$ cat config.mk
export PLATFORM = sky130hd
export DESIGN_NAME = rx_uart
export DESIGN_NICKNAME = d
export VERILOG_FILES = /design/src/rtl/rx_uart.sv
export SDC_FILE = /design/constraint.sdc
export NUM_CORES = 1
export LEC_CHECK = 0
export ABC_AREA = 1
export BUFFER_PORTS_ARGS = -buffer_cell sky130_fd_sc_hd__buf_2
export CORE_MARGIN = 5
export CORE_UTILIZATION = 40
export CTS_CLUSTER_SIZE = 10
export DETAILED_ROUTE_END_ITERATION = 16
export PLACE_DENSITY = 0.7
export SLEW_MARGIN = 0
export SYNTH_ARGS = -nofsm -noshare
export SYNTH_HDL_FRONTEND = slang
export SYNTH_SLANG_ARGS = --single-unit
$ cat constraint.sdc
create_clock -name i_clk -period 1.6 [get_ports i_clk]
set_clock_uncertainty 0.05 [all_clocks]
set_input_delay 0.16 -clock i_clk [delete_from_list [all_inputs] [get_ports i_clk]]
set_output_delay 0.16 -clock i_clk [all_outputs]
set_load 0.005 [all_outputs]
$ cat src/rtl/rx_uart.sv
// Oversampling 8N1 / 8E1 serial receiver: a two-flop synchronizer, then one down-counter
// that times every mid-bit sample from the detected start edge.
module rx_uart #(
    parameter int   clockFreq = 25000000,
    parameter int   baudRate  = 115200,
    parameter logic if_parity = 1'b0
) (
    input  logic       i_clk,
    input  logic       rst,
    input  logic       i_uart_rx,
    output logic       o_wr,
    output logic [7:0] o_data
);

    localparam int          N        = clockFreq / baudRate;
    localparam int          H        = N / 2;
    localparam logic [15:0] N_RELOAD = 16'(N - 1);
    localparam logic [15:0] H_RELOAD = 16'(H - 1);

    typedef enum logic [2:0] {IDLE, START, DATA, PARITY, STOP} state_t;

    state_t      state, state_nxt;
    logic        rx_m, rx_s, rx_p;
    logic [15:0] cnt, cnt_nxt;
    logic [2:0]  bit_idx, bit_nxt;
    logic [7:0]  shreg, sh_nxt;
    logic        perr, perr_nxt;
    logic        wr_nxt;
    logic [7:0]  data_nxt;
    logic        tick;

    // rx_p lags rx_s by one cycle so IDLE can see a 1 -> 0 transition
    always_ff @(posedge i_clk or posedge rst) begin
        if (rst) begin
            rx_m <= 1'b1;
            rx_s <= 1'b1;
            rx_p <= 1'b1;
        end else begin
            rx_m <= i_uart_rx;
            rx_s <= rx_m;
            rx_p <= rx_s;
        end
    end

    always_ff @(posedge i_clk or posedge rst) begin
        if (rst) begin
            state   <= IDLE;
            cnt     <= 16'd0;
            bit_idx <= 3'd0;
            shreg   <= 8'h00;
            perr    <= 1'b0;
            o_wr    <= 1'b0;
            o_data  <= 8'h00;
        end else begin
            state   <= state_nxt;
            cnt     <= cnt_nxt;
            bit_idx <= bit_nxt;
            shreg   <= sh_nxt;
            perr    <= perr_nxt;
            o_wr    <= wr_nxt;
            o_data  <= data_nxt;
        end
    end

    assign tick = (cnt == 16'd0);

    always_comb begin
        state_nxt = state;
        cnt_nxt   = tick ? cnt : cnt - 16'd1;
        bit_nxt   = bit_idx;
        sh_nxt    = shreg;
        perr_nxt  = perr;
        wr_nxt    = 1'b0;
        data_nxt  = o_data;
        case (state)
            IDLE: begin
                if (rx_p && !rx_s) begin
                    cnt_nxt   = H_RELOAD;
                    state_nxt = START;
                end
            end
            START: begin
                if (tick) begin
                    if (!rx_s) begin
                        state_nxt = DATA;
                        cnt_nxt   = N_RELOAD;
                        bit_nxt   = 3'd0;
                        perr_nxt  = 1'b0;
                    end else begin
                        state_nxt = IDLE;
                    end
                end
            end
            DATA: begin
                if (tick) begin
                    sh_nxt  = {rx_s, shreg[7:1]};
                    cnt_nxt = N_RELOAD;
                    if (bit_idx == 3'd7) begin
                        state_nxt = if_parity ? PARITY : STOP;
                    end else begin
                        bit_nxt = bit_idx + 3'd1;
                    end
                end
            end
            PARITY: begin
                if (tick) begin
                    perr_nxt  = (^shreg) ^ rx_s;
                    cnt_nxt   = N_RELOAD;
                    state_nxt = STOP;
                end
            end
            STOP: begin
                // Leave at the stop-bit midpoint so a following start edge is not missed
                if (tick) begin
                    if (rx_s && !perr) begin
                        wr_nxt   = 1'b1;
                        data_nxt = shreg;
                    end
                    state_nxt = IDLE;
                end
            end
            default: state_nxt = IDLE;
        endcase
    end

endmodule

== Word-level counts from Yosys, hierarchy flattened ==
Cells that the tools add are included.

* Memories: 0
* RAM bits: 0
* Register bits: 43
* Latch bits: 0
* Memory bits (read-only): 0

* Shift operators: 0
* Divide/modulo/power cells: 0
* $lt $le $gt $ge: 0
* Reductions and logical operators: 15
* Bitwise operators: 1
* $mul: 0
* Equal/unequal tests: 13
* Add/sub/neg operators: 2
* Muxes and demuxes: 26

{| class="wikitable"
|+ Operators by type and width
! kind !! count
|-
| $mux W16 || 5
|-
| $pmux W16 S3 || 1
|-
| $mux W3 || 10
|-
| $logic_not A16 Y1 || 1
|-
| $ne A2 B2 Y1 const B || 8
|-
| $sub A16 B1 Y16 const B || 1
|-
| $pmux W3 S5 || 1
|-
| $reduce_xor A8 Y1 || 1
|-
| $eq A3 B2 Y1 const B || 2
|-
| $eq A3 B3 Y1 const B || 2
|-
| $mux W1 || 6
|-
| $pmux W3 S2 || 1
|-
| $reduce_and A6 Y1 || 1
|-
| $reduce_and A5 Y1 || 1
|-
| $reduce_and A4 Y1 || 1
|-
| $reduce_bool A2 Y1 || 2
|-
| $add A3 B1 Y3 const B || 1
|-
| $eq A3 B1 Y1 const B || 1
|-
| $logic_not A3 Y1 || 1
|-
| $reduce_and A3 Y1 || 1
|-
| $logic_and A1 B1 Y1 || 2
|-
| $logic_not A1 Y1 || 2
|-
| $mux W2 || 1
|-
| $pmux W1 S2 || 1
|-
| 3 further kinds || 3
|}

== Longest topological paths before layout ==
Gate-level depths: netlist of run 1.

* Word-level depth: 5
* Mapped depth: 11

== Least setup slack after synthesis of run 1 ==
Ideal clock, no wire load.

* Path kind: reg2reg
* Start: register cnt[0]
* End: register cnt[0]
* Path slack: -116 ps
* Arrival time: 1,542 ps
* Required time: 1,426 ps
* Clock period less this slack: 1,716 ps
* Stages on the path, launching flop included: 10
* Cells stage by stage: dfrtp_1 > inv_1 > ha_1 > nand2_1 > nor2_1 > nand2_2 > ha_1 > nor2_1 > a211oi_1 > nand2_1

* Word-level cells in the longest chain between the ends: 5
* Elaborated cells between the ends (all ways): 8
* Those cells by class: 1 x add/sub; 6 x mux; 1 x reduce/logical

{| class="wikitable"
|+ Ends and longest elaborated chain
! element !! line !! RTL
|-
| start: declaration || 24 || <nowiki>logic [15:0] cnt, cnt_nxt;</nowiki>
|-
| start signal: assignment || 56 || <nowiki>cnt <= cnt_nxt;</nowiki>
|-
| $sub A16 B1 Y16 or $logic_not A16 Y1 (tied branches) || 69, 65 ||
|-
| $mux W16 || 69 || <nowiki>cnt_nxt = tick ? cnt : cnt - 16'd1;</nowiki>
|-
| $mux W16 || 84 || <nowiki>if (!rx_s) begin</nowiki>
|-
| $mux W16 || 83 || <nowiki>if (tick) begin</nowiki>
|-
| $pmux W16 S3 * || 75 || <nowiki>case (state)</nowiki>
|-
| via cnt_nxt[0] || 24 ||
|}

The timed path passes the listed nets; every way through them passes the cells marked *.
A chain may end at the register's enable or synchronous reset.

== Final worst setup path of run 1 ==
Ends and elaborated chain as after synthesis.

==> metrics.yaml, run 1 <==
detailed_routing:
  vias: 2222
  viasPerCell: 4.852
  drtAntennaViolNets: 0
  dr.pass1.iters: 4
  drc_errors: 0
  wl_per_cell_um: 12.08
  drt_iter0_drc: 101
  routed_wl_um: 5531
hold_path:
  hp-start: "rx_m"
  hold_class: "reg -> reg"
pwr:
  pwr-share-clk_pct: 26.1
  power_frac_comb_pct: 34.5
  total_power_mw: 3.387
  vdd_drop_max_mv: 0.5613
  seq_power_share_pct: 39.4
  p_per_area_nw_per_um2: 1078
  p_leak_nw: 1.603
  cellInternalPower_mw: 2.181
  p_switching_mw: 1.205
  swShare_pct: 35.59
sta:
  report.final.slew_viol_count: 0
  slew_headroom_pct: 76.95
  rsz0062_at_grt: "yes"
  finalCritPeriodShare_pct: 103.0
  period_minus_slack_ns: 1.648
  fin_tns_setup_ns: -0.06984
  hold_viol_final: 0
  fin_hold_ws_ns: 0.3130
  setup_viol: 3
  worst_pin_slew_ns: 0.3432
  worst_slack_ns: -0.04816
  fmaxAchievable_mhz: 606.7
placed_design:
  hpwl_um: 4106
  place_congestion: 0.8971
  placed_cell_area_um2: 2895
  port_buffers: 11
global_route:
  first_global_vias: 2284
  grt_pass1_wl_um: 10030
  use_met1_pct: 19.95
  grt.busiest_layer: "met2"
  overflow: 0
  grtUsageMet3_pct: 2.857
  grtUsageMet2_pct: 27.73
  grt_max_degree: 44
  grt.total_usage_pct: 16.08
  antenna_found_initial: 0
layout:
  areaGrowthSynthToFinish_pct: 24.93
  fill_cells: 559
  nets: 389
  regArea_um2: 1081
  final_layout_size_suffix_gt1_share_pct: 28.46
  multi_input_area_um2: 1339
  diodes: 0
  fin_area_um2: 3142
critical_path:
  startpoint: "cnt[0]"
  critPathMaxStageDelay_ns: 0.40
  criticalPathCategory: "reg -> reg"
  cp_max_fo: 4
  r2r-start: "cnt[0]"
  path_common_cell: "ha_4"
  required_ns: 1.74
  slowest_stage: "dfrtp_1"
  crit_chain: "inv_2 -> ha_4 -> nand2_4 -> nor2_4 -> nand2_2 -> ha_4 -> nor2_2 -> a211oi_1 -> nand2_1"
  setup.worst_path.end_class: "flop"
  start_kind: "flop"
  cp.arrival_ns: 1.79
status:
  status: "complete, but fails checks"
  violations: "setup timing"
run:
  maxCapViolCount: 0
floorplanning:
  die_area_um2: 7973
  initial_core_util_pct: 41.74
  die_h_um: 89.29
  core_um2: 6026
  io_pins: 12
  num_rows: 28
  die_x_um: 89.29
clock_network:
  insertion_delay_ns: 0.30
  root_buffer: "clkbuf_8"
  cts_max_path_buffers: 2
  clkSlewWorstSetupHoldPaths_ns: 0.09
  clkSinkCount: 43
  cts_tree: "done"
  numCtsBuffers: 5
  cts_htree_levels: 2
logic_synthesis:
  yosys_warnings: 0
  syn_avg_cell_area_um2: 7.530
  synthesis.nets: 341
  syn_area_um2: 2515
  ys_ff_latch: 43
  netlist_instances: 334
  yosysSeqAreaShare_pct: 42.94
  synthDistinctLibCells: 33
[critical path, delay by kind of cell (launching register included)]
family / cells / cell delay, ns
adder cells (fa/ha/maj): 2 / 0.44
AND/OR/NAND/NOR: 5 / 0.41
flip-flops: 1 / 0.40
AO/OA/AOI/OAI: 1 / 0.16
buffers and inverters: 1 / 0.09
[layout by cell type (no fill, tap or decap), drive strengths merged, types with 2 or more instances in the layout]
cell type | Yosys | routed
buf | 3 | 42
dlygate4sd3 | 0 | 2
o211ai | 2 | 2
xnor2 | 2 | 2
dfrtp | 40 | 40
nand2 | 118 | 118
nor3 | 5 | 5
nand4 | 4 | 4
nand3 | 25 | 25
a21oi | 4 | 4
inv | 39 | 40
ha | 4 | 4
nor2 | 47 | 47
clkbuf | 0 | 5
o21ai | 27 | 27
clkinv | 3 | 4
nand3b | 2 | 2
dfstp | 3 | 3
[Yosys cell counts]
library cell,instances,area [um^2]
a21o_1,1,7.510
o21ai_0,7,35.03
nor3_2,1,10.01
clkinv_2,2,10.01
nor2_2,5,31.28
inv_2,3,11.26
nor3_1,3,15.01
o21ai_1,2,10.01
nor2_1,41,153.9
o21ai_2,18,157.7
xor2_1,1,8.760
nand3_1,24,120.1
nand4_1,4,25.02
buf_6,3,33.78
a21oi_1,4,20.02
nand3_2,1,10.01
dfrtp_1,40,1001
o211ai_1,2,15.01
nor3_4,1,16.27
or2_2,1,6.260
nand2_4,2,22.52
ha_1,4,50.05
a211oi_1,1,7.510
dfstp_2,3,78.83
inv_1,36,135.1
nand2_1,111,416.7
xnor2_1,2,17.52
clkinv_1,1,3.750
nand2_2,5,31.28
nor4_4,1,21.27
nor2_4,1,11.26
and3_1,1,6.260
nand3b_1,2,15.01
[path summary, 6_finish.rpt]
check	to	slack, ns	depth (start not counted)
max in group asynchronous	rx_m	0.85	4
min in group asynchronous	o_data[1]	0.38	4
setup / recovery	cnt[0]	-0.05	9
hold / removal	rx_s	0.31	0
hold reg to reg	rx_s	0.31	0
setup reg to reg	cnt[0]	-0.05	9
[registers in the layout (all words and copies together) (netlist names)]
name	count
cnt	16
o_data	8
shreg	8
bit_idx	3
state	3
o_wr	1
perr	1
rx_m	1
rx_p	1
rx_s	1
[power groups by stage]
stage	logic, mW	clock network (mW)	registers [mW]
finish	1.17	0.884	1.33
global route	1.32	0.947	1.35
CTS	1.08	0.908	1.31
detailed placement	1.04	0	1.33
global placement	1.03	0	1.32
floorplan	0.682	0	1.32
[area by class of cell]
| type | count | share of cell area (%) |
|---|---|---|
| clock buffers | 5 | 2.190 |
| well taps | 75 | 2.987 |
| inverters | 42 | 5.456 |
| flip-flops and latches | 43 | 34.41 |
| multi-input cells | 246 | 42.61 |
| repair buffers | 44 | 10.83 |
| clock inverters | 3 | 1.513 |
[per-stage QoR]
| stage | instances | worst slack, ns | utilization [%] |
|---|---|---|---|
| CTS | 457 | -0.03739 | 50.73 |
| floorplan | 334 | 0.004351 | - |
| finish | 458 | -0.04816 | 52.14 |
| global route | 458 | -0.09748 | 52.14 |
| global placement | 447 | -0.0008062 | 48.05 |
| detailed placement | 447 | -0.04143 | 48.05 |
[per-layer routing]
layer | wire (um) | vias to the layer above
li1 | - | 1151
met1 | 2530 | 1023
met5 | 0 | -
met4 | 135 | 0
met3 | 152 | 15
met2 | 2713 | 33
[repair_timing]
action | in CTS | in global routing
buffers inserted | 0 | 1
pin swaps | 0 | 3
resized for setup | 8 | 21
hold endpoints to repair | 41 | 0
setup endpoints to repair | 29 | 37
cloned | 0 | 0
hold buffers | 2 | 0
[logic make-up (layout without fill, tap and decap cells)]
family / count (synthesis) / in the layout / synth area share (%)
simple gates: 204 / 204 / 36.27
buf+inv: 45 / 94 / 7.711
flops: 43 / 43 / 42.94
compound gates: 35 / 35 / 10.05
fa+ha+maj: 4 / 4 / 1.990
xor+xnor: 3 / 3 / 1.045
Power figures use the tool's default switching activity.
==> inputs of run 2 (changes only) <==
--- a/config.mk
+++ b/config.mk
@@ -13,3 +13,2 @@
 export DETAILED_ROUTE_END_ITERATION = 16
-export PLACE_DENSITY = 0.7
 export SLEW_MARGIN = 0
--- a/constraint.sdc
+++ b/constraint.sdc
@@ -4,2 +4,2 @@
 set_output_delay 0.16 -clock i_clk [all_outputs]
-set_load 0.005 [all_outputs]
+set_load 0.1 [all_outputs]
==> run 2 against run 1 <==
  * The flow now finishes without violations
  * Flip-flop and latch count unchanged
  * Worst hold slack got worse by 0.033 ns
  * Highest routed layer unchanged
  * Combinational power increased by 14%
==> metrics.yaml, run 2 (synthesized netlist as in run 1, its figures left out) <==
status:
  status: "finished clean"
global_route:
  grt.total_usage_pct: 16.08  # about the same
  overflow: 0  # unchanged
  grt_max_degree: 22  # -50%
  grt_pass1_wl_um: 9942  # -0.83%
  first_global_vias: 2178  # -4.6%
  antenna_found_initial: 0  # unchanged
clock_network:
  cts_htree_levels: 2  # unchanged
  clkSinkCount: 43  # unchanged
  insertion_delay_ns: 0.30  # about the same
  numCtsBuffers: 5  # unchanged
  clkSlewWorstSetupHoldPaths_ns: 0.09  # about the same
  cts_tree: "done"
  root_buffer: "clkbuf_8"
  cts_max_path_buffers: 2  # unchanged
sta:
  report.final.slew_viol_count: 0  # unchanged
  finalCritPeriodShare_pct: 98.13  # -4.9 points
  hold_viol_final: 0  # unchanged
  worst_pin_slew_ns: 0.4927  # +0.1495 ns
  setup_viol: 0  # -3
  slew_headroom_pct: 67.38  # -9.6 points
  fmaxAchievable_mhz: 636.9  # +5.0%
  rsz0062_at_grt: "yes"
  period_minus_slack_ns: 1.570  # -0.07806 ns
critical_path:
  r2r-start: "state[1]"
  startpoint: "state[1]"
  reg2regPathDepth: 6  # -3
  setup.worst_path.end_class: "flop"
  cp_max_fo: 17  # +13
  reg2reg_to: "o_data[6]"
  criticalPathCategory: "reg -> reg"
  r2r_slack_ns: 0.03  # +0.08 ns
  cp.arrival_ns: 1.72  # -0.07 ns
  required_ns: 1.75  # about the same
  crit_path_end: "o_data[6]"
  start_kind: "flop"
floorplanning:
  core_um2: 6026  # unchanged
  num_rows: 28  # unchanged
  die_h_um: 89.29  # unchanged
  initial_core_util_pct: 41.74  # unchanged
  io_pins: 12  # unchanged
  die_area_um2: 7973  # unchanged
  die_x_um: 89.29  # unchanged
layout:
  diodes: 0  # unchanged
  fill_cells: 568  # +1.6%
  fin_area_um2: 3264  # +3.9%
  fin_util_pct: 54.17  # +2.0 points
  largest_reg_flops: 16  # unchanged
  nets: 397  # +2.1%
  top_regs: "cnt x16, o_data x8, shreg x8"
  areaGrowthSynthToFinish_pct: 29.80
  regArea_um2: 1081  # unchanged
  final_common_cell: "nand2_1"
  final_layout_size_suffix_gt1_share_pct: 33.25  # +4.8 points
  fin_cells: 466  # +1.7%
  regMostFlops: "cnt"
  layout_common_cells: "105 x nand2_1, 39 x dfrtp_1, 36 x buf_4"
  multi_input_area_um2: 1405  # +5.0%
detailed_routing:
  drtAntennaViolNets: 0  # unchanged
  drc_errors: 0  # unchanged
  wl_per_cell_um: 12.36  # +2.3%
  drt_iter0_drc: 81  # -20%
  wl_met2_um: 2720  # +0.26%
  routed_wl_um: 5759  # +4.1%
  met1Wirelength_um: 2782  # +10%
  vias: 2248  # +1.2%
  dr.pass1.iters: 4  # unchanged
  routed-wl-met3_um: 186  # +22%
  viasPerCell: 4.824  # -0.57%
  routed.top_layer: "met4"
pwr:
  p_per_area_nw_per_um2: 1102  # +2.2%
  vdd_drop_max_mv: 0.7209  # +28%
  p_leak_nw: 1.697  # +5.8%
hold_path:
  hold_class: "in -> async"
placed_design:
  placed_cell_area_um2: 2918  # +0.78%
  place_congestion: 0.8421  # -6.1%
  placedCellCount: 450  # +0.67%
  port_buffers: 11  # unchanged
  hpwl_um: 4287  # +4.4%
run:
  maxCapViolCount: 0  # unchanged
==> run 2: cell count changes in the layout (fill, tap and decap cells not counted), moves of 2 or more <==
cell and delta:
buf_4 +9, nor2_1 -5, nand2_1 -4, nor2_4 +4
nand2_2 +3, inv_2 +2, nand2_4 +2
==> run 2: how the worst min path moves through the flow <==
stage,end,from,depth (start not counted)
finish,shreg[0],rst,3
global placement,shreg[0],rst,2
detailed placement,shreg[0],rst,2
global route,o_data[5],rst,3
floorplan,rx_m,i_uart_rx,0
CTS,o_data[5],rst,3
==> run 2: stage by stage <==
step,setup slack [ns],TNS [ns],power [mW],hold slack [ns]
4_1_cts,0.002148,0,3.347,0.2805
2_1_floorplan,0.004351,0,2.000,0.1145
3_5_place_dp,-0.01345,-0.01345,2.382,0.06296
6_report,0.02990,0,3.596,0.2795
5_1_grt,-0.04952,-0.5715,3.871,0.2915
3_3_place_gp,0.006081,0,2.380,0.06741
==> run 2: routing by layer <==
metal | GRT usage (%) | vias up
met5 | 0 | -
met3 | 3.318 | 6
met2 | 25.65 | 34
met1 | 22.54 | 1039
met4 | 3.654 | 0
li1 | - | 1169
==> run 2: final cells by class <==
cell class,instances,area share (%)
Timing Repair Buffer,52,12.15
Inverter,42,5.098
Clock inverter,2,1.188
Clock buffer,6,2.530
Tap cell,75,2.875
Sequential cell,43,33.12
Multi-Input combinational cell,246,43.04
==> run 2: where the power goes <==
group | internal [mW] | total (mW) | switching, mW
Clock | 0.514 | 0.926 | 0.412
Combinational | 0.606 | 1.33 | 0.724
Sequential | 1.21 | 1.34 | 0.133
Total | 2.33 | 3.60 | 1.27
==> run 2: worst max-delay path, stage by stage, from the launching register on <==
cell and delay, ns:
dfrtp_1 0.45, nor2_2 0.22, inv_1 0.12, nor4_4 0.26
nand2_8 0.18, nand2_1 0.12, o21ai_2 0.05
==> run 2: what timing repair did <==
| item | in CTS | in global routing |
|---|---|---|
| pin swaps | 1 | 8 |
| endpoints found under the hold margin | 14 | 0 |
| hold buffers | 2 | 0 |
| setup endpoints to repair | 8 | 37 |
| cloned | 0 | 0 |
| buffers inserted | 1 | 5 |
| resized for setup | 5 | 39 |
